--- src/rtl/ram_arbiter.sv ---
// rtl/ram_arbiter.sv - two-port round-robin arbiter in front of a single-port synchronous RAM
module ram_arbiter #(
    parameter int ADDR_WIDTH = 9,
    parameter int DATA_WIDTH = 32
) (
    input  logic                  clock,
    input  logic                  clear_n,
    input  logic                  req_a,
    input  logic                  we_a,
    input  logic [ADDR_WIDTH-1:0] addr_a,
    input  logic [DATA_WIDTH-1:0] wdata_a,
    input  logic                  req_b,
    input  logic                  we_b,
    input  logic [ADDR_WIDTH-1:0] addr_b,
    input  logic [DATA_WIDTH-1:0] wdata_b,
    output logic                  ack_a,
    output logic [DATA_WIDTH-1:0] rdata_a,
    output logic                  ack_b,
    output logic [DATA_WIDTH-1:0] rdata_b,
    output logic                  read,
    output logic                  write,
    output logic [ADDR_WIDTH-1:0] address,
    output logic [DATA_WIDTH-1:0] ramDataIn,
    input  logic [DATA_WIDTH-1:0] ramDataOut,
    output logic                  busy,
    output logic                  grant_b
);

    typedef enum logic [1:0] {
        IDLE     = 2'd0,
        ACCESS   = 2'd1,
        COMPLETE = 2'd2
    } state_t;

    state_t state;
    logic   lat_we;
    logic   elig_a;
    logic   elig_b;
    logic   win_b;
    logic   win_we;

    // A port is not eligible during its own ack cycle, so a held request is not re-granted.
    assign elig_a = req_a & ~ack_a;
    assign elig_b = req_b & ~ack_b;
    // On a tie the port that did not win last time goes next.
    assign win_b  = elig_b & (~elig_a | ~grant_b);
    assign win_we = win_b ? we_b : we_a;

    always_ff @(posedge clock or negedge clear_n) begin
        if (!clear_n) begin
            state     <= IDLE;
            lat_we    <= 1'b0;
            read      <= 1'b0;
            write     <= 1'b0;
            address   <= '0;
            ramDataIn <= '0;
            ack_a     <= 1'b0;
            ack_b     <= 1'b0;
            rdata_a   <= '0;
            rdata_b   <= '0;
            busy      <= 1'b0;
            grant_b   <= 1'b1;
        end else begin
            ack_a <= 1'b0;
            ack_b <= 1'b0;
            case (state)
                IDLE: begin
                    if (elig_a | elig_b) begin
                        grant_b   <= win_b;
                        lat_we    <= win_we;
                        address   <= win_b ? addr_b : addr_a;
                        ramDataIn <= win_b ? wdata_b : wdata_a;
                        write     <= win_we;
                        read      <= ~win_we;
                        busy      <= 1'b1;
                        state     <= ACCESS;
                    end
                end
                ACCESS: begin
                    read  <= 1'b0;
                    write <= 1'b0;
                    state <= COMPLETE;
                end
                COMPLETE: begin
                    if (grant_b) begin
                        ack_b <= 1'b1;
                        if (!lat_we) rdata_b <= ramDataOut;
                    end else begin
                        ack_a <= 1'b1;
                        if (!lat_we) rdata_a <= ramDataOut;
                    end
                    busy  <= 1'b0;
                    state <= IDLE;
                end
                default: begin
                    read  <= 1'b0;
                    write <= 1'b0;
                    busy  <= 1'b0;
                    state <= IDLE;
                end
            endcase
        end
    end

endmodule

--- config.mk ---
export PLATFORM = sky130hd
export DESIGN_NAME = ram_arbiter
export DESIGN_NICKNAME = d
export VERILOG_FILES = /design/src/rtl/ram_arbiter.sv
export SDC_FILE = /design/constraint.sdc
export NUM_CORES = 1
export LEC_CHECK = 0
export ABC_AREA = 1
export BUFFER_PORTS_ARGS = -buffer_cell sky130_fd_sc_hd__buf_2
export CORE_ASPECT_RATIO = 0.6
export CORE_MARGIN = 2
export CORE_UTILIZATION = 50
export CTS_CLUSTER_DIAMETER = 30
export DETAILED_ROUTE_END_ITERATION = 6
export HOLD_SLACK_MARGIN = 0.06
export PLACE_DENSITY = 0.83
export RECOVER_POWER = 100
export SYNTH_ARGS = -nofsm -noshare
export SYNTH_HDL_FRONTEND = slang
export SYNTH_SLANG_ARGS = --single-unit
--- constraint.sdc ---
create_clock -name clock -period 3.4 [get_ports clock]
set_clock_uncertainty 0.05 [all_clocks]
set_input_delay 0.85 -clock clock [delete_from_list [all_inputs] [get_ports clock]]
set_output_delay 0.85 -clock clock [all_outputs]
set_load 0.02 [all_outputs]
==> run_results.csv <==
group,metric,value,unit
cts,htreeDepth,4,
global_route,overflow,0,
routing,route.detailed.drc,0,
die,design.die.area,0.01098,sq mm
setup_path,crit_path_max_fanout,44,
logic_synthesis,synth-seq-cells,114,
global_route,grt_use_total,0.2372,
sta,fin_crit_sh,0.6968,
sta,post-route-min-period,2.369,ns
placement,dp.cells,973,
die,core_area,0.009844,sq mm
setup_path,r2r_slack,1.03,ns
logic_synthesis,yosysTopAreaCell,"dfrtp_1",
power_and_ir_drop,power.leakage,3.828,nW
cts,cts_buffers,17,
global_route,use_met2,0.3754,
sta,rsz0062_at_grt,"false",
routing,dr.pass1.iters,4,
routing,wl,12700,um
logic_synthesis,synth_top_area_share,0.5583,
placement,portBuffers,230,
run,max_cap_violations,1,
setup_path,critPathMostFrequentCell,"nand2_1",
global_route,antenna_found_initial,1,
finish,area_delta_synth_final,32.73,%
finish,fill_cells,855,
logic_synthesis,syn_inst,636,
sta,fin_ws,1.031,ns
sta,finalMaxSlewViolations,0,
die,start_util,0.5145,
setup_path,cp-end-kind,"flop",
global_route,grtUsageMet3,0.05926,
die,die-width,133.9,um
logic_synthesis,syn_area_per_cell,7.964,sq um
routing,wire_per_inst,12.65,um
setup_path,rr_worst_depth,5,
finish,instances_no_fill,1004,
cts,path_clk_slew,0.05,ns
cts,holdBufCountCts,0,
setup_path,critical_path.slowest_cell,"nand2_1",
setup_path,crit_chain,"nand3_1 -> nand2_1 -> nand2_1 -> nand3_1 -> nand2_1",
finish,antenna_cells,0,
cts,clock_sinks,114,
sta,finalHoldViolations,0,
routing,num_vias,4736,
setup_path,cp.arrival,2.59,ns
logic_synthesis,yosysSeqAreaShare,0.5635,
power_and_ir_drop,p_per_area,1037,mW/mm^2
global_route,busiest_layer,"met2",
sta,setup_tns,0,ns
setup_path,max_stage_delay,1.05,ns
power_and_ir_drop,power,0.006971,W
cts,cts_tree,"built",
logic_synthesis,synth_area,0.005065,sq mm
cts,post_cts_resized,0,
run_status,violations,"capacitance limit",
placement,post-place-ws,1.176,ns
setup_path,critPathLaunchType,"flop",
cts,clock_path_buffers,2,
routing,antenna_left,0,
global_route,grt_pass1_wl,20560,um
finish,final_area,0.006723,sq mm
die,io_pins,231,
setup_path,r2r_start,"grant_b",
setup_path,rr_endpoint,"address[2]",
placement,hpwlAfterDp,8809,um
placement,place.gp.congestion,0.8404,
logic_synthesis,synth_cell_types,16,
setup_path,critPathKind,"reg -> reg",
logic_synthesis,synth_nets,756,
finish,final_common_cell,"nand2_1",
placement,place_area,0.006305,sq mm
sta,relSlewSlack,0.01070,
sta,max_freq,422.1,MHz
sta,setup_viol,0,
sta,tightest_slew,1.480,ns
routing,drtIter0Drc,222,
logic_synthesis,synth-warning-count,0,
power_and_ir_drop,vdd_drop_max,0.4977,mV
run_status,status,"finished with violations",
setup_path,cp.required,3.62,ns
finish,final_layout_size_suffix_gt1_frac,0.1807,
global_route,grt_util_met1,0.3169,
finish,nNetsFinal,977,
die,die_y,81.96,um
cts,cts-root-buf,"clkbuf_16",
die,rows,28,
finish,layout_common_cells,"nand2_1, inv_1, buf_2",
cts,clock_latency,0.39,ns
routing,viasPerCell,4.717,
worst_hold_path,min_path_type,"in -> async",
global_route,grt_max_degree,74,
logic_synthesis,ys_top_cells_by_area,"dfrtp_1, nand2_1, inv_1",
cts,post_cts_buffers,0,
global_route,first_global_vias,4363,
-- per-stage QoR --
step,hold slack (ns),utilization
after floorplan,0.3915,-
after CTS,0.3928,0.6984
after detailed placement,0.4100,0.6404
final,0.3822,0.6829
after global placement,0.4092,0.6404
after global routing,0.4087,0.6829
-- where the power goes --
part	switching, W	internal (W)
combinational	0.00205	0.000796
clock	0.000586	0.00111
sequential	0.000395	0.00204
-- metal layers --
layer  wire length [um]  share of wire
met5                  0              0
met4                307          0.024
met3                889          0.070
met2               5715           0.45
met1               5790           0.46
-- registers in the layout, summed over array words and instances, names as in the netlist --
name       count
ack_b          1
grant_b        1
state          2
ramDataIn     32
lat_we         1
rdata_a       32
busy           1
address        9
write          1
ack_a          1
rdata_b       32
read           1
-- worst max-delay path: cells and delay by family, from the launching register on --
family / cells / cell delay, ns
flip-flops: 1 / 0.64
AND/OR/NAND/NOR: 5 / 1.56
-- synth_stat cells (all sizes together) --
| master | instances |
|---|---|
| nor2 | 8 |
| a21boi | 1 |
| o21ai | 65 |
| buf | 14 |
| dfstp | 1 |
| nand3 | 88 |
| clkbuf | 18 |
| nand2 | 205 |
| inv | 123 |
| dfrtp | 113 |
-- logic make-up after synthesis --
group                  synth area share
AND/OR/NAND/NOR                  0.2502
flip-flops                       0.5635
AO/OA/AOI/OAI                   0.06793
buffers and inverters            0.1183
-- layout make-up --
cell class	instances	area, sq um	area share
well taps	135	168.9	0.02513
repair buffers	234	1069	0.1589
flip-flops and latches	114	2854	0.4245
clock inverters	10	110.1	0.01638
inverters	123	461.7	0.06868
multi-input cells	367	1599	0.2379
clock buffers	21	460.4	0.06849
-- how the worst max path moves through the flow --
| stage | start | endpoint | slack [ns] | depth (start not counted) |
|---|---|---|---|---|
| floorplan | req_b | address[0] | 1.68 | 6 |
| global placement | req_b | ramDataIn[22] | 1.22 | 7 |
| detailed placement | req_b | grant_b | 1.18 | 6 |
| CTS | grant_b | grant_b | 1.31 | 1 |
| global route | grant_b | ramDataIn[26] | 0.79 | 5 |
| finish | grant_b | address[2] | 1.03 | 5 |
(Power assumes the default switching activity.)
